==> src/rtl/cmd_manager.sv <==
// cmd_manager
//   Assembles a 4-byte command frame (cmd, arg1, arg2, crc) from a byte-serial
//   stream. The upstream receiver flags each completed byte with a level toggle
//   on byte_finished, so either edge marks a new byte.
// Ports
//   clk            system clock, all logic on posedge
//   reset          synchronous, active-low reset
//   en             capture enable (1 = accept bytes)
//   in_byte        byte from receiver, valid >=1 clk before its toggle
//   byte_finished  toggles once per completed byte
//   cmd/arg1/arg2/crc  frame bytes 0..3, held until overwritten
module cmd_manager (
  input  logic       clk,
  input  logic       reset,
  input  logic       en,
  input  logic [7:0] in_byte,
  input  logic       byte_finished,
  output logic [7:0] cmd,
  output logic [7:0] arg1,
  output logic [7:0] arg2,
  output logic [7:0] crc
);

  logic       bf_q;
  logic [7:0] in_q;
  logic [1:0] idx;
  logic       byte_event;

  // A change of level relative to last clock is one completed byte.
  assign byte_event = (byte_finished != bf_q);

  always_ff @(posedge clk) begin
    if (!reset) begin
      cmd  <= '0;
      arg1 <= '0;
      arg2 <= '0;
      crc  <= '0;
      idx  <= '0;
      in_q <= '0;
      // Track the live level so reset release never looks like a toggle.
      bf_q <= byte_finished;
    end else begin
      // Always tracked, so toggles seen while disabled are consumed, not deferred.
      bf_q <= byte_finished;
      // in_q lags in_byte by one clock: the receiver may change in_byte in the
      // same instant it toggles, and the pre-toggle byte is the one wanted.
      in_q <= in_byte;
      if (!en) begin
        idx <= '0;
      end else if (byte_event) begin
        case (idx)
          2'd0:    cmd  <= in_q;
          2'd1:    arg1 <= in_q;
          2'd2:    arg2 <= in_q;
          default: crc  <= in_q;
        endcase
        idx <= idx + 2'd1;
      end
    end
  end

endmodule

==> config.mk <==
export PLATFORM = sky130hd
export DESIGN_NAME = cmd_manager
export DESIGN_NICKNAME = d
export VERILOG_FILES = /design/src/rtl/cmd_manager.sv
export SDC_FILE = /design/constraint.sdc
export NUM_CORES = 1
export LEC_CHECK = 0
export ABC_AREA = 1
export CAP_MARGIN = 40
export CORE_MARGIN = 4
export CORE_UTILIZATION = 25
export DETAILED_ROUTE_END_ITERATION = 16
export GPL_ROUTABILITY_DRIVEN = 0
export PLACE_DENSITY = 0.45
export SLEW_MARGIN = 20
export SYNTH_ARGS = -nofsm -noshare
export SYNTH_HDL_FRONTEND = slang
export SYNTH_SLANG_ARGS = --single-unit
==> constraint.sdc <==
create_clock -name clk -period 1.7 [get_ports clk]
set_clock_uncertainty 0.05 [all_clocks]
set_input_delay 0.34 -clock clk [delete_from_list [all_inputs] [get_ports clk]]
set_output_delay 0.34 -clock clk [all_outputs]
set_load 0.01 [all_outputs]
### After elaboration in Yosys (flattened, before gate mapping)

Index checks and enable logic that the tools add are counted.

| word-level totals | value |
|---|---|
| register bits | 43 |
| logic and storage cells | 19 |

| operators by class | value |
|---|---|
| $add $sub $neg | 1 |
| equality and inequality tests | 3 |
| bitwise operators | 1 |
| reduce and logical (&&, ||, !) cells | 7 |

Operator list:

| kind | number |
|---|---|
| 3-bit AND reduction | 4 |
| 3-bit OR reduction | 1 |
| 2-bit by 1-bit adder with 2-bit output (second input constant) | 1 |
| 2-bit by 1-bit equality test with 1-bit output (second input constant) | 1 |
| 2-bit equality test (second input constant) | 1 |
| 2-bit zero test | 1 |
| 2-bit AND reduction | 1 |
| 1-bit != test | 1 |
| 1-bit NOT | 1 |

### Logic depth before layout (Yosys ltp)

| depth | value |
|---|---|
| word-level depth | 4 |
| mapped depth | 8 |
| mapped depth without buffers | 7 |

### Least setup slack after synthesis

No wires, ideal clock.

| path | value |
|---|---|
| kind | register -> register |
| start | reg idx[0] |
| end | reg crc[0] |
| data arrival time | 1.037 ns |
| path slack | 0.498 ns |
| cell stages (with the launch flop) | 7 |
| buffers on the path | 1 |
| cell sequence | dfxtp_1 > ha_1 > nand2_1 > clkinv_1 > buf_6 > a21oi_1 > nor2_1 |

| on the way | value |
|---|---|
| longest elaborated chain between the ends | 4 |
| elaborated cells between the ends (all ways) | 6 |

Ends and longest elaborated chain:

| what | RTL line | RTL |
|---|---|---|
| start: declaration | 26 | `logic [1:0] idx;` |
| start signal: assignment | 57 | `idx <= idx + 2'd1;` |
| 2-bit equality test (tied with other cells) | 51 | `case (idx)` |
| 3-bit OR reduction (no line) (*) | -- |  |
| 1-bit NOT (no line) (*) | -- |  |
| 3-bit AND reduction (no line) (*) | -- |  |
| end signal: assignment | 55 | `default: crc <= in_q;` |
| end: declaration | 21 | `output logic [7:0] crc` |

Mark *: on every way between the ends. The rest lies on a longest branch, timed or not.
A chain may end at the register's enable or synchronous reset.

### Worst setup path in the final report

| path | value |
|---|---|
| start | reg crc[3] |
| end | out crc[3] |

No word-level cell between the ends.

==> results.json <==
{
  "min_to": "crc[1]",
  "max_clock_freq_ghz": 0.6191,
  "yosys-top-cells-area": "dfxtp_1 (48%), nand2_1 (14%), nor2_1 (12%), inv_1 (9.3%), nand4_4 (3.5%)",
  "synthMostInstantiatedCell": "nand2_1",
  "totalPowerFinal_mw": 2.056,
  "finalCriticalPeriod_ps": 1615,
  "min_period_over_period_pct": 95.01,
  "grt_first_pass_wirelength_um": 6858,
  "vias_per_cell": 3.784,
  "rows": 30,
  "crit_arrival_ps": 1230,
  "cts.path.max_buffers": 2,
  "insertedDiodeCount": 0,
  "hp-class": "flip-flop to flip-flop",
  "layout.cells.non_filler": 394,
  "critical_path_class": "flip-flop to output pin",
  "fillCellCount": 791,
  "cts.sinks": 43,
  "grt_max_degree": 30,
  "cpPeakStageDelay_ps": 550,
  "synth_warnings": 0,
  "cap_violations": 0,
  "crit_chain": "clkdlybuf4s50_1",
  "critPathLaunchType": "flip-flop",
  "slew_violations": 0,
  "ctsHoldBuffers": 0,
  "area_growth_pct": 35.43,
  "hold_violations": 0,
  "drcViolationCount": 0,
  "rr_startpoint": "idx[0]",
  "htreeDepth": 2,
  "synth_nets": 268,
  "synth_top_cell_area_share_pct": 47.51,
  "relSlewSlack_pct": 82.24,
  "worst_pin_slew_ps": 265.9,
  "ctsRootBufferMaster": "clkbuf_8",
  "status": "completed",
  "nets": 313,
  "avgSynthCellArea_um2": 7.189,
  "cts_tree": "yes",
  "multiInputGateArea_um2": 699.4,
  "routed-via-count": 1491,
  "hp-start": "crc[1]",
  "dieArea_um2": 8673,
  "synth_async_sr_flop_share_pct": 0,
  "worst_slack_ps": 84.79,
  "worstSetupEndpointType": "output pin",
  "synth_flop_cell": "dfxtp_1",
  "grt.overflow.total": 0,
  "ant_nets": 0,
  "final_layout_size_suffix_gt1_share_pct": 7.047,
  "first_pass_iters": 4,
  "critPathRequiredTime_ps": 1310,
  "cp_slowest_cell": "clkdlybuf4s50_1",
  "syn_area_um2": 1812,
  "yosysTopAreaCell": "dfxtp_1",
  "grtUsageTotal_pct": 10.31,
  "dpl_worst_slack_ps": -35.76,
  "die_y_um": 93.13,
  "ios": 44,
  "hpwl_um": 2889,
  "rrSetupSlack_ps": 420,
  "portBuffers": 43,
  "ys_seq_elements": 43,
  "timing.rr.end": "arg2[6]",
  "rsz0062_at_grt": "false",
  "p_leak_nw": 1.192,
  "detail_route.wl_per_cell_um": 10.52,
  "cts_buffers": 5,
  "start_util_pct": 26.23,
  "dp.cells": 386,
  "synth_cells": 252,
  "powerDensity_nw_per_um2": 837.9,
  "crit_buf_inv": 1,
  "core_area_um2": 6907,
  "worst-path-max-fanout": 2,
  "yosysSeqAreaShare_pct": 47.51,
  "tns_ps": 0,
  "seqCellArea_um2": 860.8,
  "finalSetupViolCount": 0,
  "hold_depth": 2,
  "dieWidth_um": 93.13,
  "clk_latency_ps": 300,
  "drt_wl_total_um": 4145,
  "synth_edf_count": 0,
  "cp_top_family": "buffers and inverters",
  "synth_cell_types": 18,
  "drtIter0Drc": 77,
  "cts_setup_buffers": 0,
  "ir_drop_v": 0.0002563,
  "yosys-top-cells-count": "nand2_1 (66), nor2_1 (56), inv_1 (45)",
  "cts_resized": 0,
  "cts.clk_slew.worst_paths_ps": 80,
  "antenna_found_initial": 0,
  "grt_pass1_vias": 1428,
  "r2r_cells": 5
}
[sequential cells by signal, summed over array words and instances (netlist names)]
name / cells
arg1: 8
arg2: 8
cmd: 8
crc: 8
in_q: 8
idx: 2
bf_q: 1
[layout make-up]
class | count | share of cell area [%]
clock buffers | 7 | 3.927
clock inverters | 1 | 0.3060
inverters | 47 | 7.190
multi-input cells | 152 | 28.51
flip-flops and latches | 43 | 35.08
well taps | 96 | 4.895
repair buffers | 48 | 20.09
[worst max path at each step]
stage / slack [ps] / startpoint / cells after the start / end
global route: 30 / crc[3] / 1 / crc[3]
global placement: -20 / byte_finished / 8 / crc[2]
CTS: 50 / crc[3] / 1 / crc[3]
floorplan: 500 / idx[0] / 6 / crc[0]
detailed placement: -40 / byte_finished / 8 / crc[6]
finish: 80 / crc[3] / 1 / crc[3]
[report_power, final]
| part | total [mW] | switching (mW) | internal (mW) |
|---|---|---|---|
| combinational | 0.248 | 0.128 | 0.120 |
| sequential | 1.08 | 0.0322 | 1.05 |
| clock | 0.728 | 0.359 | 0.370 |
[through the flow]
stage	instance area, um2	hold slack (ps)	utilization (%)
3_5_place_dp	2350	431.8	34.02
2_1_floorplan	1812	317.7	-
4_1_cts	2454	454.0	35.53
5_1_grt	2454	484.8	35.53
3_3_place_gp	2350	429.5	34.02
6_report	2454	443.0	35.53
[cells in the final DEF (no fill, tap or decap)]
cell type	n
ha_1	4
buf_4	3
a21oi_2	1
nand2_2	2
clkinvlp_4	1
nand4_4	3
a21oi_1	9
dfxtp_1	43
nand2_1	66
inv_2	1
clkinv_1	1
clkbuf_8	7
clkdlybuf4s50_1	43
nor2_1	56
buf_12	2
o21ai_0	2
nand3_1	8
inv_1	45
nand2_4	1
[routing by layer]
layer	up-vias	part of all wire, %	GRT usage [%]
met1	630	48	13.04
met5	-	0	0
met3	7	5.3	3.057
met2	35	45	16.26
met4	0	1.9	4.396
li1	819	-	-
[logic make-up (layout without fill, tap and decap cells)]
| kind of cell | count (synthesis) | count (layout) | share of synthesized area [%] |
|---|---|---|---|
| adders and majority gates | 4 | 4 | 2.763 |
| DFF | 43 | 43 | 47.51 |
| AOI/OAI and AO/OA | 12 | 12 | 3.522 |
| and+or+nand+nor | 136 | 136 | 32.32 |
| buffers and inverters | 57 | 103 | 13.88 |
(Power assumes the default switching activity.)
